### src/rtl/mfcc_pkg.sv
// mfcc_pkg: shared coefficient type, sync default and packer states; MFCC_PACKER_CHECKSUM_EN adds the CSUM state
package mfcc_pkg;
  localparam int COEF_W = 16;
  localparam logic [7:0] SYNC_BYTE_DEFAULT = 8'hA5;
  typedef logic [COEF_W-1:0] mfcc_data_t;
`ifdef MFCC_PACKER_CHECKSUM_EN
  typedef enum logic [2:0] {IDLE, SYNC, SEQ, DATA, CSUM} packer_state_e;
`else
  typedef enum logic [1:0] {IDLE, SYNC, SEQ, DATA} packer_state_e;
`endif
endpackage

### src/rtl/mfcc_frame_packer_if.sv
// mfcc_frame_packer_if: coefficient input and byte-stream output bundle of the frame packer
interface mfcc_frame_packer_if #(parameter int NUM_COEFFICIENTS = 12);
  import mfcc_pkg::*;
  logic mfcc_done_i;
  mfcc_data_t mfcc_data_i [0:NUM_COEFFICIENTS-1];
  logic [7:0] tx_data_o;
  logic tx_valid_o;
  logic tx_ready_i;
  logic busy_o;
  logic [7:0] drop_count_o;
  modport master (output mfcc_done_i, mfcc_data_i, tx_ready_i, input tx_data_o, tx_valid_o, busy_o, drop_count_o);
  modport slave (input mfcc_done_i, mfcc_data_i, tx_ready_i, output tx_data_o, tx_valid_o, busy_o, drop_count_o);
endinterface

### src/rtl/mfcc_frame_packer.sv
// mfcc_frame_packer: serialises a coefficient frame into SYNC/SEQ/data bytes (checksum byte with MFCC_PACKER_CHECKSUM_EN)
module mfcc_frame_packer
  import mfcc_pkg::*;
#(
  parameter int NUM_COEFFICIENTS = 12,
  parameter int COEF_WIDTH = 16,
  parameter logic [7:0] SYNC_BYTE = SYNC_BYTE_DEFAULT
) (
  input logic clk,
  input logic rst,
  mfcc_frame_packer_if.slave bus
);
  localparam int CW = $clog2(NUM_COEFFICIENTS);
  localparam int IW = CW + 1;
  localparam logic [IW-1:0] LAST_IDX = IW'(2 * NUM_COEFFICIENTS - 1);
  packer_state_e state_q, state_d, after_data;
  logic [IW-1:0] idx_q, idx_d;
  logic [7:0] seq_q, seq_d, drop_q, drop_d, byte_sel, tail;
  mfcc_data_t shadow_q [0:NUM_COEFFICIENTS-1];
  mfcc_data_t shadow_d [0:NUM_COEFFICIENTS-1];
  logic [COEF_WIDTH-1:0] coef;
  logic valid, hs, data_end, last, accept;
`ifdef MFCC_PACKER_CHECKSUM_EN
  logic [7:0] csum_q, csum_d;
`endif
  // handshake decode, byte mux and next-state computation
  always_comb begin
    valid = state_q != IDLE;
    hs = valid && bus.tx_ready_i;
    data_end = state_q == DATA && idx_q == LAST_IDX;
`ifdef MFCC_PACKER_CHECKSUM_EN
    last = state_q == CSUM;
    after_data = data_end ? CSUM : state_q;
    tail = state_q == CSUM ? csum_q : 8'h00;
`else
    last = data_end;
    after_data = state_q;
    tail = 8'h00;
`endif
    accept = bus.mfcc_done_i && (!valid || (hs && last));
    coef = shadow_q[idx_q[IW-1:1]];
    byte_sel = state_q == SYNC ? SYNC_BYTE :
               state_q == SEQ ? seq_q :
               state_q == DATA ? (idx_q[0] ? coef[7:0] : coef[COEF_WIDTH-1 -: 8]) : tail;
    state_d = accept ? SYNC :
              !hs ? state_q :
              state_q == SYNC ? SEQ :
              state_q == SEQ ? DATA :
              last ? IDLE : after_data;
    idx_d = accept ? '0 : (hs && state_q == DATA && !data_end) ? idx_q + 1'b1 : idx_q;
    seq_d = hs && last ? seq_q + 8'd1 : seq_q;
    drop_d = bus.mfcc_done_i && !accept && drop_q != 8'hFF ? drop_q + 8'd1 : drop_q;
    shadow_d = accept ? bus.mfcc_data_i : shadow_q;
`ifdef MFCC_PACKER_CHECKSUM_EN
    csum_d = !hs ? csum_q : state_q == SYNC ? SYNC_BYTE : csum_q ^ byte_sel;
`endif
  end
  // state, counters and shadow registers with synchronous reset
  always_ff @(posedge clk) begin
    if (rst) begin
      state_q <= IDLE;
      idx_q <= '0;
      seq_q <= '0;
      drop_q <= '0;
      shadow_q <= '{default: '0};
`ifdef MFCC_PACKER_CHECKSUM_EN
      csum_q <= '0;
`endif
    end else begin
      state_q <= state_d;
      idx_q <= idx_d;
      seq_q <= seq_d;
      drop_q <= drop_d;
      shadow_q <= shadow_d;
`ifdef MFCC_PACKER_CHECKSUM_EN
      csum_q <= csum_d;
`endif
    end
  end
  assign bus.tx_valid_o = valid;
  assign bus.busy_o = valid;
  assign bus.tx_data_o = byte_sel;
  assign bus.drop_count_o = drop_q;
endmodule

### src/flat_wrapper.sv
// flat-port wrapper written by rule: the top's interface ports become plain ports
module mfcc_frame_packer_flat import mfcc_pkg::*;
#(
  parameter int NUM_COEFFICIENTS = 12,
  parameter int COEF_WIDTH = 16,
  parameter logic [7:0] SYNC_BYTE = SYNC_BYTE_DEFAULT
)
  (clk, rst, bus_mfcc_done_i, bus_mfcc_data_i, bus_tx_ready_i, bus_tx_data_o, bus_tx_valid_o, bus_busy_o, bus_drop_count_o);
  mfcc_frame_packer_if #(.NUM_COEFFICIENTS(NUM_COEFFICIENTS)) bus_i ();
  input logic clk;
  input logic rst;
  input wire logic [$bits(bus_i.mfcc_done_i)-1:0] bus_mfcc_done_i;
  input wire logic [$bits(bus_i.mfcc_data_i)-1:0] bus_mfcc_data_i;
  input wire logic [$bits(bus_i.tx_ready_i)-1:0] bus_tx_ready_i;
  output wire logic [$bits(bus_i.tx_data_o)-1:0] bus_tx_data_o;
  output wire logic [$bits(bus_i.tx_valid_o)-1:0] bus_tx_valid_o;
  output wire logic [$bits(bus_i.busy_o)-1:0] bus_busy_o;
  output wire logic [$bits(bus_i.drop_count_o)-1:0] bus_drop_count_o;
  assign bus_i.mfcc_done_i = bus_mfcc_done_i;
  assign bus_i.mfcc_data_i = {>>{bus_mfcc_data_i}};
  assign bus_i.tx_ready_i = bus_tx_ready_i;
  assign bus_tx_data_o = bus_i.tx_data_o;
  assign bus_tx_valid_o = bus_i.tx_valid_o;
  assign bus_busy_o = bus_i.busy_o;
  assign bus_drop_count_o = bus_i.drop_count_o;
  mfcc_frame_packer #(.NUM_COEFFICIENTS(NUM_COEFFICIENTS), .COEF_WIDTH(COEF_WIDTH), .SYNC_BYTE(SYNC_BYTE)) u_core (.clk(clk), .rst(rst), .bus(bus_i));
endmodule
### config.mk
export PLATFORM = sky130hd
export DESIGN_NAME = mfcc_frame_packer_flat
export DESIGN_NICKNAME = d
export VERILOG_FILES = /design/src/rtl/mfcc_pkg.sv /design/src/rtl/mfcc_frame_packer_if.sv /design/src/rtl/mfcc_frame_packer.sv /design/src/flat_wrapper.sv
export SDC_FILE = /design/constraint.sdc
export NUM_CORES = 1
export LEC_CHECK = 0
export CORE_MARGIN = 5
export CORE_UTILIZATION = 30
export DETAILED_ROUTE_END_ITERATION = 7
export GPL_TIMING_DRIVEN = 0
export PLACE_DENSITY = 0.52
export SYNTH_ARGS = -nofsm -noshare
export SYNTH_HDL_FRONTEND = slang
export SYNTH_SLANG_ARGS = --single-unit
### constraint.sdc
create_clock -name clk -period 5.1 [get_ports clk]
set_input_delay 1.02 -clock clk [delete_from_list [all_inputs] [get_ports clk]]
set_output_delay 1.02 -clock clk [all_outputs]
set_load 0.05 [all_outputs]
Word level (Yosys, flattened, before mapping)
Cells that the tools add are included.

Register bits: 215. Input port bits: 196. Output and inout bits: 18. Logic and storage cells: 58.

Add/subtract/negate cells: 3. Order comparisons: 1. Eq/ne operators: 5. Muxes and demuxes: 12. Bitwise gates (word level): 1. Reduce and logical (&&, ||, !) cells: 19.

Operators by type and width (count): binary-select mux 16 bit (select 4 bit) (1); two-way mux 16 bit (2); two-way mux 8 bit (4); adder 8 x 1 -> 8 bit (second input constant) (2); logical AND 1 bit (8); != test 8 bit (second input constant) (1); two-way mux 2 bit (3); adder 5 x 1 -> 5 bit (second input constant) (1); equality test 5 bit (second input constant) (1); >= comparator 5 bit (second input constant) (1); inverter 4 -> 5 bit (1); equality test 2 bit (second input constant) (2); AND reduction 2 bit (2); nonzero test 2 bit (2); nonzero test 4 bit (1); logical NOT 1 bit (3); nonzero test 3 bit (1); equality test 2 x 1 -> 1 bit (second input constant) (1); two-way mux 1 bit (2); OR reduction 2 bit (1); logical OR 1 bit (1).

Longest topological paths before layout
Word-level depth: 8. Depth in mapped cells: 8. Depth with buffers taken out: 7.

Worst setup path after synthesis
Ideal clock, no wire load.

Kind: reg-to-output. From: register u_core.idx_q[1]. To: output bus_tx_data_o[3]. Data arrival time: 2.532 ns. Data required time: 4.080 ns. Setup slack: 1.548 ns. Stages on the path, launching flop included: 8. Path buffers: 3. Cells stage by stage: dfxtp_1 -> buf_2 -> buf_4 -> buf_2 -> mux2i_1 -> a22oi_1 -> nand3_1 -> a311oi_1.

Longest elaborated chain between the ends: 8.

Ends and longest elaborated chain: from (decl) (line mfcc_frame_packer.sv:17) `logic [IW-1:0] idx_q, idx_d;`; from (signal assigned) (line mfcc_frame_packer.sv:71) `idx_q <= idx_d;`; inverter 4 -> 5 bit (not written as such) (line mfcc_frame_packer.sv:41) `coef = shadow_q[idx_q[IW-1:1]];`; binary-select mux 16 bit (select 4 bit) (line mfcc_frame_packer.sv:41); two-way mux 16 bit (not written as such) (2 in series) (line mfcc_frame_packer.sv:41); two-way mux 8 bit (2 in series) (line mfcc_frame_packer.sv:44) `state_q == DATA ? (idx_q[0] ? coef[7:0] : coef[COEF_WIDTH-1 -: 8]) : tail;`; two-way mux 8 bit (line mfcc_frame_packer.sv:43) `state_q == SEQ ? seq_q :`; two-way mux 8 bit (line mfcc_frame_packer.sv:42) `byte_sel = state_q == SYNC ? SYNC_BYTE :`; to (decl) (line flat_wrapper.sv:15) `output wire logic [$bits(bus_i.tx_data_o)-1:0] bus_tx_data_o;`.

Every way passes these cells. The select of a mux whose other input is x is not followed.

Worst setup path in the final report
From: register u_core.idx_q[1]. To: output bus_tx_data_o[7].

The elaborated chain is that of the path after synthesis.

==> results.toml <==
[floorplan]
core_area_um2 = 31470
die_area_um2 = 35490
die_y_um = 188.4
io_pins = 214
start_util_pct = 30.33
die_x_um = 188.4
fp-row-count = 65

[global_routing]
grt_pass1_wl_mm = 51.53
antenna_found_initial = 0
grt_max_degree = 13
grtUsageTotal_pct = 18.55
grt_pass1_vias = 9114
overflow = 0

[cts]
cts_hold_buf = 0
cts_made_buffers = 25
cts_setup_buffers = 0
cts-root-buf = "clkbuf_16"
htreeDepth = 1
cts-resized-gates = 0
clock_path_buffers = 3
cts_tree = "yes"
clk_pin_slew_ns = 0.06
clk-insertion-delay-late_ns = 0.53
cts_sinks = 215

[timing]
tightest_slew_ns = 0.7666
tns_ns = 0
max_slew_margin_pct = 48.89
rsz0062_at_grt = "false"
setup-violations-final = 0
worst_slack_ns = 0.3041
drv_slew = 0
fin_crit_ns = 4.796
fin_skew_ns = 0.01842
post-route-period-util_pct = 94.04
max_clock_freq_mhz = 208.5
hold_violations = 0

[route]
ant_nets = 0
wire_per_inst_um = 18.85
post-route-drc-count = 0
vias = 9000
vias_per_cell = 4.883
drt_iter0_drc = 468
drt_wl_total_mm = 34.74
first_pass_iters = 5

[logic_synthesis]
post-synth-top-count-cell = "nand2_1"
synth-main-ff-cell = "dfxtp_1"
ys_types = 44
synth_top_area_share_pct = 45.09
yosys_warnings = 0
yosys.area.top_type = "dfxtp_1"
ys_top_cells_by_count = "395 x nand2_1, 215 x dfxtp_1, 212 x a21oi_1, 54 x mux2i_1, 36 x clkbuf_1"
synth_area_per_cell_um2 = 8.062
synth-edff-count = 0
yosysSeqAreaShare_pct = 45.09
syn_nets = 1387
netlist_instances = 1184
synth_seq_cells = 215
synth.area.top_cells = "dfxtp_1 45%, nand2_1 16%, a21oi_1 11%, mux2i_1 5.7%, buf_4 2.2%"
async_reset_ff_share_pct = 0
syn_area_um2 = 9545

[worst_setup_path]
path_cells = "buf_2 -> buf_4 -> mux2i_1 -> a22o_1 -> a2111oi_0 -> a31oi_1 -> o221ai_1 -> clkdlybuf4s50_1"
rr_endpoint = "u_core.shadow_q[124]"
arrival_ns = 3.78
rr_worst_depth = 8
crit_required_ns = 4.08
crit_path_start_kind = "register"
crit_start = "u_core.idx_q[1]"
worstSetupEndpoint = "bus_tx_data_o[7]"
critPathMaxStageDelay_ns = 0.88
critPathBufInv = 3
worst-path-stages = 8
rr_startpoint = "u_core.idx_q[0]"
rrSetupSlack_ns = 2.52
cpMaxStageDelayCell = "clkdlybuf4s50_1"
critPathTopFamily = "buffers and inverters"
cp-end-kind = "output pin"
crit_path_max_fanout = 10
worstSetupPathType = "register to output pin"

[pwr]
power_density_nw_per_um2 = 331.9
power_frac_comb_pct = 13.5
total_leakage_power_nw = 4.703
power.switching_mw = 1.086
internal-power_mw = 3.246
power.total_mw = 4.332
p_seq_share_pct = 42.5
peakVddDrop_mv = 0.2643
clkPwrFrac_pct = 44.0
p_sw_share_pct = 25.06

[outcome]
status = "finished, final reports clean"

[placement]
port_buffers = 212
place_ws_ns = 0.9032
hpwl_mm = 26.96
place_congestion = 0.9103

[hold_path]
hold_path.class = "register to register"

[finish]
diodes = 0
drive_above_1_share_pct = 8.050
multi_input_area_um2 = 4731
area_delta_synth_final_pct = 36.73
fillCellCount = 3183
ff_latch_area_um2 = 4304
layout.nets = 1626

[run]
cap_violations = 0
-- sequential cells by signal, indices dropped and copies added, names as in the netlist --
name,flops
u_core.shadow_q,192
u_core.bus.drop_count_o,8
u_core.seq_q,8
u_core.idx_q,5
u_core.after_data,2
-- final cells by class --
| type | instances | area share (%) |
|---|---|---|
| inverter | 4 | 0.1150 |
| timing repair buffer | 212 | 16.26 |
| clock buffer | 36 | 5.570 |
| clock inverter | 9 | 1.179 |
| multi-input combinational | 870 | 36.25 |
| tap | 402 | 3.854 |
| sequential | 215 | 32.98 |
| buffer | 95 | 3.796 |
-- worst reg2reg max path, stage by stage (launching register included) --
cell and delay [ns]:
dfxtp_1 0.46, ha_1 0.28, and4b_4 0.34, a31oi_4 0.11, nor2_4 0.35, buf_2 0.43
buf_2 0.28, nand2_1 0.12, a21oi_1 0.15
-- per-layer routing --
| metal | global-route usage, % | part of all wire, % | up-vias |
|---|---|---|---|
| li1 | - | - | 4497 |
| met1 | 25.04 | 45 | 4166 |
| met2 | 31.51 | 47 | 286 |
| met3 | 2.797 | 5.3 | 51 |
| met4 | 4.176 | 2.3 | 0 |
| met5 | 0 | 0 | - |
-- worst min-delay path by stage --
stage,startpoint,endpoint,cells after the start
floorplan,u_core.shadow_q[144],u_core.shadow_q[144],2
global placement,u_core.shadow_q[20],u_core.shadow_q[20],2
CTS,u_core.shadow_q[157],u_core.shadow_q[157],2
global route,u_core.shadow_q[90],u_core.shadow_q[90],2
finish,u_core.shadow_q[157],u_core.shadow_q[157],2
detailed placement,u_core.shadow_q[157],u_core.shadow_q[157],2
-- power by group through the flow --
| stage | registers [mW] | logic [mW] | clock network, mW |
|---|---|---|---|
| after floorplan | 1.86 | 0.298 | 0 |
| after global placement | 1.87 | 0.582 | 0 |
| after detailed placement | 1.88 | 0.587 | 0 |
| after CTS | 1.84 | 0.589 | 1.94 |
| after global routing | 1.85 | 0.638 | 2.01 |
| final | 1.84 | 0.584 | 1.91 |
-- stage by stage --
step,hold slack (ns),area (um2),util (%),cells
6_report,0.4501,13050,41.47,1843
5_1_grt,0.4659,13050,41.47,1843
4_1_cts,0.4525,13050,41.47,1843
3_5_place_dp,0.4442,12170,38.67,1798
3_3_place_gp,0.4376,12170,38.67,1798
2_1_floorplan,0.4318,9545,-,1184
-- cells by family (layout without fill, tap and decap cells) --
kind of cell | Yosys count | after routing | share of synthesized area (%)
and+or+nand+nor | 494 | 494 | 21.50
AOI/OAI and AO/OA | 282 | 282 | 17.09
DFF | 215 | 215 | 45.09
buffers and inverters | 99 | 356 | 5.348
muxes | 70 | 70 | 8.494
xor gates and xnor gates | 17 | 17 | 1.560
adders and majority gates | 7 | 7 | 0.9175
-- cell usage in the layout, fill, tap and decap left out, types with 4 or more instances in the layout --
| cell | n |
|---|---|
| a2111oi_0 | 9 |
| a211oi_1 | 20 |
| a21oi_1 | 212 |
| a22o_1 | 5 |
| a22oi_1 | 11 |
| a31oi_1 | 5 |
| and3_1 | 6 |
| buf_1 | 4 |
| buf_2 | 27 |
| buf_4 | 28 |
| bufinv_16 | 4 |
| clkbuf_1 | 41 |
| clkbuf_16 | 25 |
| clkbuf_8 | 6 |
| clkdlybuf4s50_1 | 212 |
| dfxtp_1 | 215 |
| ha_1 | 7 |
| inv_1 | 4 |
| mux2_2 | 8 |
| mux2i_1 | 54 |
| mux4_2 | 8 |
| nand2_1 | 395 |
| nand2b_1 | 7 |
| nand3_1 | 11 |
| nand4_1 | 8 |
| nor2_1 | 19 |
| nor2b_1 | 27 |
| nor3_1 | 6 |
| nor4_1 | 5 |
| o221ai_1 | 4 |
| o22ai_1 | 4 |
| xor2_1 | 14 |
No activity file was read; power rests on OpenSTA's default activity.
==> RTL change 1, RTL diff (config.mk and constraints unchanged) <==
Build with the macro `MFCC_PACKER_CHECKSUM_EN` defined.
--- a/src/rtl/mfcc_pkg.sv
+++ b/src/rtl/mfcc_pkg.sv
@@ -1,2 +1,4 @@
 // mfcc_pkg: shared coefficient type, sync default and packer states; MFCC_PACKER_CHECKSUM_EN adds the CSUM state
+`define MFCC_PACKER_CHECKSUM_EN
+
 package mfcc_pkg;
Formal check against the unedited RTL: no difference found for any inputs over 10 cycles, from zero or initial values and one cycle with rst high; that may be too few to reach the edited logic, so the function may still have changed.
==> RTL change 1 against the original RTL <==
- power is 1.7% lower
- first-iteration DRC count is 40% higher
- global-route usage is 0.64 points higher
- critical endpoint is now bus_tx_data_o[2]
- worst setup slack worse by 18 ps
- sequential power is 4% higher
- cell area is 2.9% higher
- wire length is 5.8% higher
- clock skew hardly changed
- area after synthesis is 4.4% higher
- maximum frequency is 0.38% lower
- sequential cell count is 9 higher
==> RTL change 1: results (changes against the original RTL) <==
- Status: finished, final reports clean
- Synthesized Nets: 1,401 (+1.0%)
- Synth warn: 0 (unchanged)
- M1 WL: 17.1 mm (+8.8%)
- Critical R2R Capture: u_core.shadow_q[80]
- Routed wire length: 36.7 mm (+5.8%)
- Post-placement setup slack: 838 ps (-64.9 ps)
- CTS Buf Count: 25 (unchanged)
- Max Transition Viols Final: 0 (unchanged)
- Initial antenna violation count: 1 (+1)
- RR Startpoint: u_core.state_q[1]
- CTS Root Cell: clkbuf_16
- Cells on worst reg2reg path: 8 (unchanged)
- Synth area leaders: dfxtp_1, nand2_1, a21oi_1, mux4_2, mux2i_1
- Placed Instances: 1,856 (+3.2%)
- Final Hold Violating Endpoints: 0 (unchanged)
- IO buf count: 212 (unchanged)
- Peak VDD IR: 0.229 mV (-13%)
- Initial DRC count: 655 (+40%)
- Top Layer Used: met5
- Synth top cells by count: nand2_1, dfxtp_1, a21oi_1, clkbuf_1, mux2i_1
- Hold path cells: 2 (unchanged)
- Synth cell types: 51 (+16%)
- Rel. slew slack: 0.479 (-0.00967)
- Min-delay src: u_core.shadow_q[20]
- WP data arrival: 3790 ps (about the same)
- Post-CTS Setup Repair Bufs: 0 (unchanged)
- Routed WL per cell: 19.3 um (+2.5%)
- Post-DR vias/cell: 4.90 (+0.25%)
- Dpl cell area: 12,600 um2 (+3.9%)
- Min Hold Slack: 450 ps (-0.0440 ps)
- Total global-route track usage: 0.192 (+0.00643)
- Ys async rst share: 0 (unchanged)
- Clock Pin Slew Worst Setup and Hold Paths: 60 ps (about the same)
- Routed wl met3: 2.20 mm (+19%)
- Nets: 1,640 (+0.86%)
- H-tree levels: 1 (unchanged)
- Mapped Avg Cell Area: 8.29 um2 (+2.9%)
- Ys flop type: dfxtp_1
- Max FFs per register: 192 (unchanged)
- Hold Path End: u_core.shadow_q[20]
- Max clock buf depth: 3 (unchanged)
- Worst R2R Setup Slack: 2270 ps (-250 ps)
- Drt pass-1 iters: 5 (unchanged)
- Post-CTS Resized: 0 (unchanged)
- Metal2 WL: 16.6 mm (+1.6%)
- Layout Skew: 18.4 ps (+0.0250 ps)
- Share of cells above drive strength 1: 0.0774 (-0.00310)
- DPL Wire Length: 28.7 mm (+6.4%)
- Gpl congestion: 0.882 (-3.1%)
- First-pass GRT wire length: 54.4 mm (+5.5%)
- Reg with most FFs: u_core.shadow_q
- Antenna diode count: 0 (unchanged)
- Number of global-route vias before repair: 9,265 (+1.7%)
- Leakage: 4.85 nW (+3.1%)
- Largest net degree at the start of global routing: 14 (+1)
- Worst Hold Class: reg -> reg
- Sequential area share after synthesis: 0.450 (-0.00111)
- P_sw: 1.14 mW (+5.2%)
==> RTL change 1: power groups by stage <==
stage	Sequential [mW]	Combinational (mW)	Clock, mW
floorplan	1.93	0.304	0
global placement	1.96	0.595	0
detailed placement	1.96	0.599	0
CTS	1.92	0.602	1.77
global route	1.93	0.657	1.86
finish	1.92	0.598	1.74
==> RTL change 1: logic make-up after synthesis <==
family          count (synthesis)  synth area share
mux                            80             0.130
compound gates                269             0.149
xor+xnor                       17            0.0149
buf+inv                        98            0.0451
flops                         224             0.450
fa+ha+maj                       3           0.00377
simple gates                  511             0.208
==> RTL change 1: layer usage <==
layer	vias to the layer above	global-route usage
met1	4418	0.274
met2	267	0.301
met5	-	0
met3	48	0.0378
li1	4576	-
met4	2	0.0455
==> RTL change 1: critical path: stages (launching register included) <==
cell	delay (ps)
dfxtp_1	310
buf_2	190
clkbuf_1	450
nor2b_1	250
a22oi_1	400
nand3_1	180
nand3_1	120
nor2_1	50
o31ai_1	410
clkdlybuf4s50_1	890
==> RTL change 1: worst max-delay path by stage <==
| stage | from | endpoint | slack [ps] | depth (start not counted) |
|---|---|---|---|---|
| finish | u_core.idx_q[3] | bus_tx_data_o[2] | 290 | 9 |
| global route | u_core.idx_q[3] | bus_tx_data_o[2] | 110 | 9 |
| CTS | u_core.idx_q[3] | bus_tx_data_o[5] | 170 | 9 |
| detailed placement | u_core.idx_q[3] | bus_tx_data_o[5] | 840 | 9 |
| global placement | u_core.idx_q[3] | bus_tx_data_o[5] | 820 | 9 |
| floorplan | u_core.idx_q[3] | bus_tx_data_o[0] | 1460 | 8 |
==> RTL change 1: area by class of cell <==
class | instances | area (um2)
tap | 442 | 553
sequential | 224 | 4480
timing repair buffer | 212 | 2120
inverter | 4 | 15.0
clock inverter | 14 | 115
buffer | 94 | 435
fill | 3388 | 19300
clock buffer | 32 | 672
multi-input combinational | 880 | 5040
==> RTL change 2, RTL diff (same flow settings) <==
Without the edit above. Make the reset (`rst`) asynchronous in one clocked block. Comments in the files are not updated.
--- a/src/rtl/mfcc_frame_packer.sv
+++ b/src/rtl/mfcc_frame_packer.sv
@@ -58,3 +58,3 @@
   // state, counters and shadow registers with synchronous reset
-  always_ff @(posedge clk) begin
+  always_ff @(posedge clk or posedge rst) begin
     if (rst) begin
Behaviour: differs if rst is asserted again (counterexample within 4 cycles, from zero or initial values and one cycle with rst high); with rst held inactive, the same outputs for 10 cycles.
==> RTL change 2 against the original RTL <==
- wire length shrank 5.3%
- via count decreased by 23%
- die area grew 11%
- sequential cell count unchanged
- cell area increased by 9.9%
- register-to-register slack improved by 370 ps
- worst setup slack got worse by 61 ps
- area after synthesis is 12% higher
- first-iteration DRC count shrank 31%
- maximum frequency fell by 1.2%
- largest cell class is now sequential cells
Power is not compared: it rests on default switching activity, and its combinational part moved more than twofold at a synthesized area within 25%.
==> RTL change 2: results (changes against the original RTL) <==
- Status: finished, final reports clean
- Post-DR vias/cell: 4.74 (-3.0%)
- Sequential area share after synthesis: 0.505 (+0.0536)
- Placed Instances: 1,411 (-22%)
- Share of cells above drive strength 1: 0.301 (+0.220)
- Crit Path Max Fanout: 9 (-1)
- WP data arrival: 3840 ps (+60 ps)
- IO buf count: 213 (+0.47%)
- Ys flop type: dfrtp_1
- Initial DRC count: 321 (-31%)
- Fillers: 3,323 (+4.4%)
- Gpl congestion: 0.787 (-14%)
- Synth area leaders: dfrtp_1, mux2_4, mux2_2, mux2i_1, buf_12
- Dpl cell area: 13,500 um2 (+11%)
- Nets: 1,182 (-27%)
- Total global-route track usage: 0.164 (-0.0212)
- Ys async rst share: 1.00 (+1.00)
- Initial antenna violation count: 1 (+1)
- Largest net degree at the start of global routing: 41 (+28)
- DPL Wire Length: 25.2 mm (-6.6%)
- Drt pass-1 iters: 4 (-1)
- Number of global-route vias before repair: 7,441 (-18%)
- Synth top cells by count: dfrtp_1, mux2_4, mux2_2, mux2i_1, nor2b_1
- First-pass GRT wire length: 48.7 mm (-5.5%)
- CTS Buf Count: 27 (+8.0%)
- Layout Skew: 15.0 ps (-3.40 ps)
- Synthesized Nets: 934 (-33%)
- Mapped Avg Cell Area: 14.6 um2 (+81%)
- Worst-Margin Slew: 948 ps (+182 ps)
- Routed wire length: 32.9 mm (-5.3%)
## RTL change 2: layer usage
metal / track usage / routed length [um] / vias to the layer above / part of all wire
li1: - / - / 3198 / -
met1: 0.234 / 15000 / 3526 / 0.45
met2: 0.270 / 16000 / 161 / 0.49
met3: 0.0232 / 1500 / 33 / 0.046
met4: 0.0329 / 469 / 0 / 0.014
met5: 0 / 0 / - / 0
## RTL change 2: layout make-up
class	count	area (um2)	area share
inverters	7	30.0	0.00209
repair buffers	219	2250	0.157
clock buffers	42	782	0.0545
flip-flops and latches	215	5380	0.375
multi-input cells	459	4770	0.332
clock inverters	6	61.3	0.00427
diodes	1	2.50	0.000174
well taps	461	577	0.0402
plain buffers	50	492	0.0343
## RTL change 2: kinds of logic (layout without fill, tap and decap cells)
kind of cell | after synthesis | after routing | synth area share
flip-flops | 215 | 215 | 0.505
AO/OA/AOI/OAI | 83 | 83 | 0.0587
adder cells (fa/ha/maj) | 7 | 7 | 0.00821
other | 0 | 1 | 0
XOR/XNOR | 17 | 17 | 0.0140
multiplexers | 269 | 269 | 0.320
AND/OR/NAND/NOR | 83 | 83 | 0.0456
buffers and inverters | 57 | 324 | 0.0486
## RTL change 2: worst paths after layout
| check | start | slack [ps] | endpoint | cells past startpoint |
|---|---|---|---|---|
| min reg2reg | u_core.seq_q[7] | 470 | u_core.seq_q[7] | 1 |
| max in group asynchronous | rst | 3320 | u_core.shadow_q[63] | 4 |
| min | u_core.seq_q[7] | 470 | u_core.seq_q[7] | 1 |
| max | u_core.idx_q[3] | 240 | bus_tx_data_o[0] | 8 |
| min in group asynchronous | rst | 890 | u_core.shadow_q[81] | 2 |
| max reg2reg | u_core.idx_q[0] | 2890 | u_core.shadow_q[188] | 8 |
## RTL change 2: report_power, final
group          total, mW  switching (mW)  internal (mW)
Clock               1.85           0.748           1.10
Combinational       3.65            1.64           2.01
Sequential          3.01           0.468           2.54
## RTL change 2: worst max-delay path, stage by stage, from the launching register on
cell and delay (ps):
dfrtp_1 360, buf_4 160, nand2b_1 70, clkbuf_1 420, a211oi_1 120, a2111oi_0 860, a31oi_1 180, o221ai_1 220
clkdlybuf4s50_1 890
## RTL change 2: through the flow
step | setup slack [ps] | util
2_1_floorplan | 1280 | -
3_3_place_gp | -746 | 0.379
3_5_place_dp | 772 | 0.382
4_1_cts | 177 | 0.406
5_1_grt | 69.1 | 0.406
6_report | 243 | 0.406
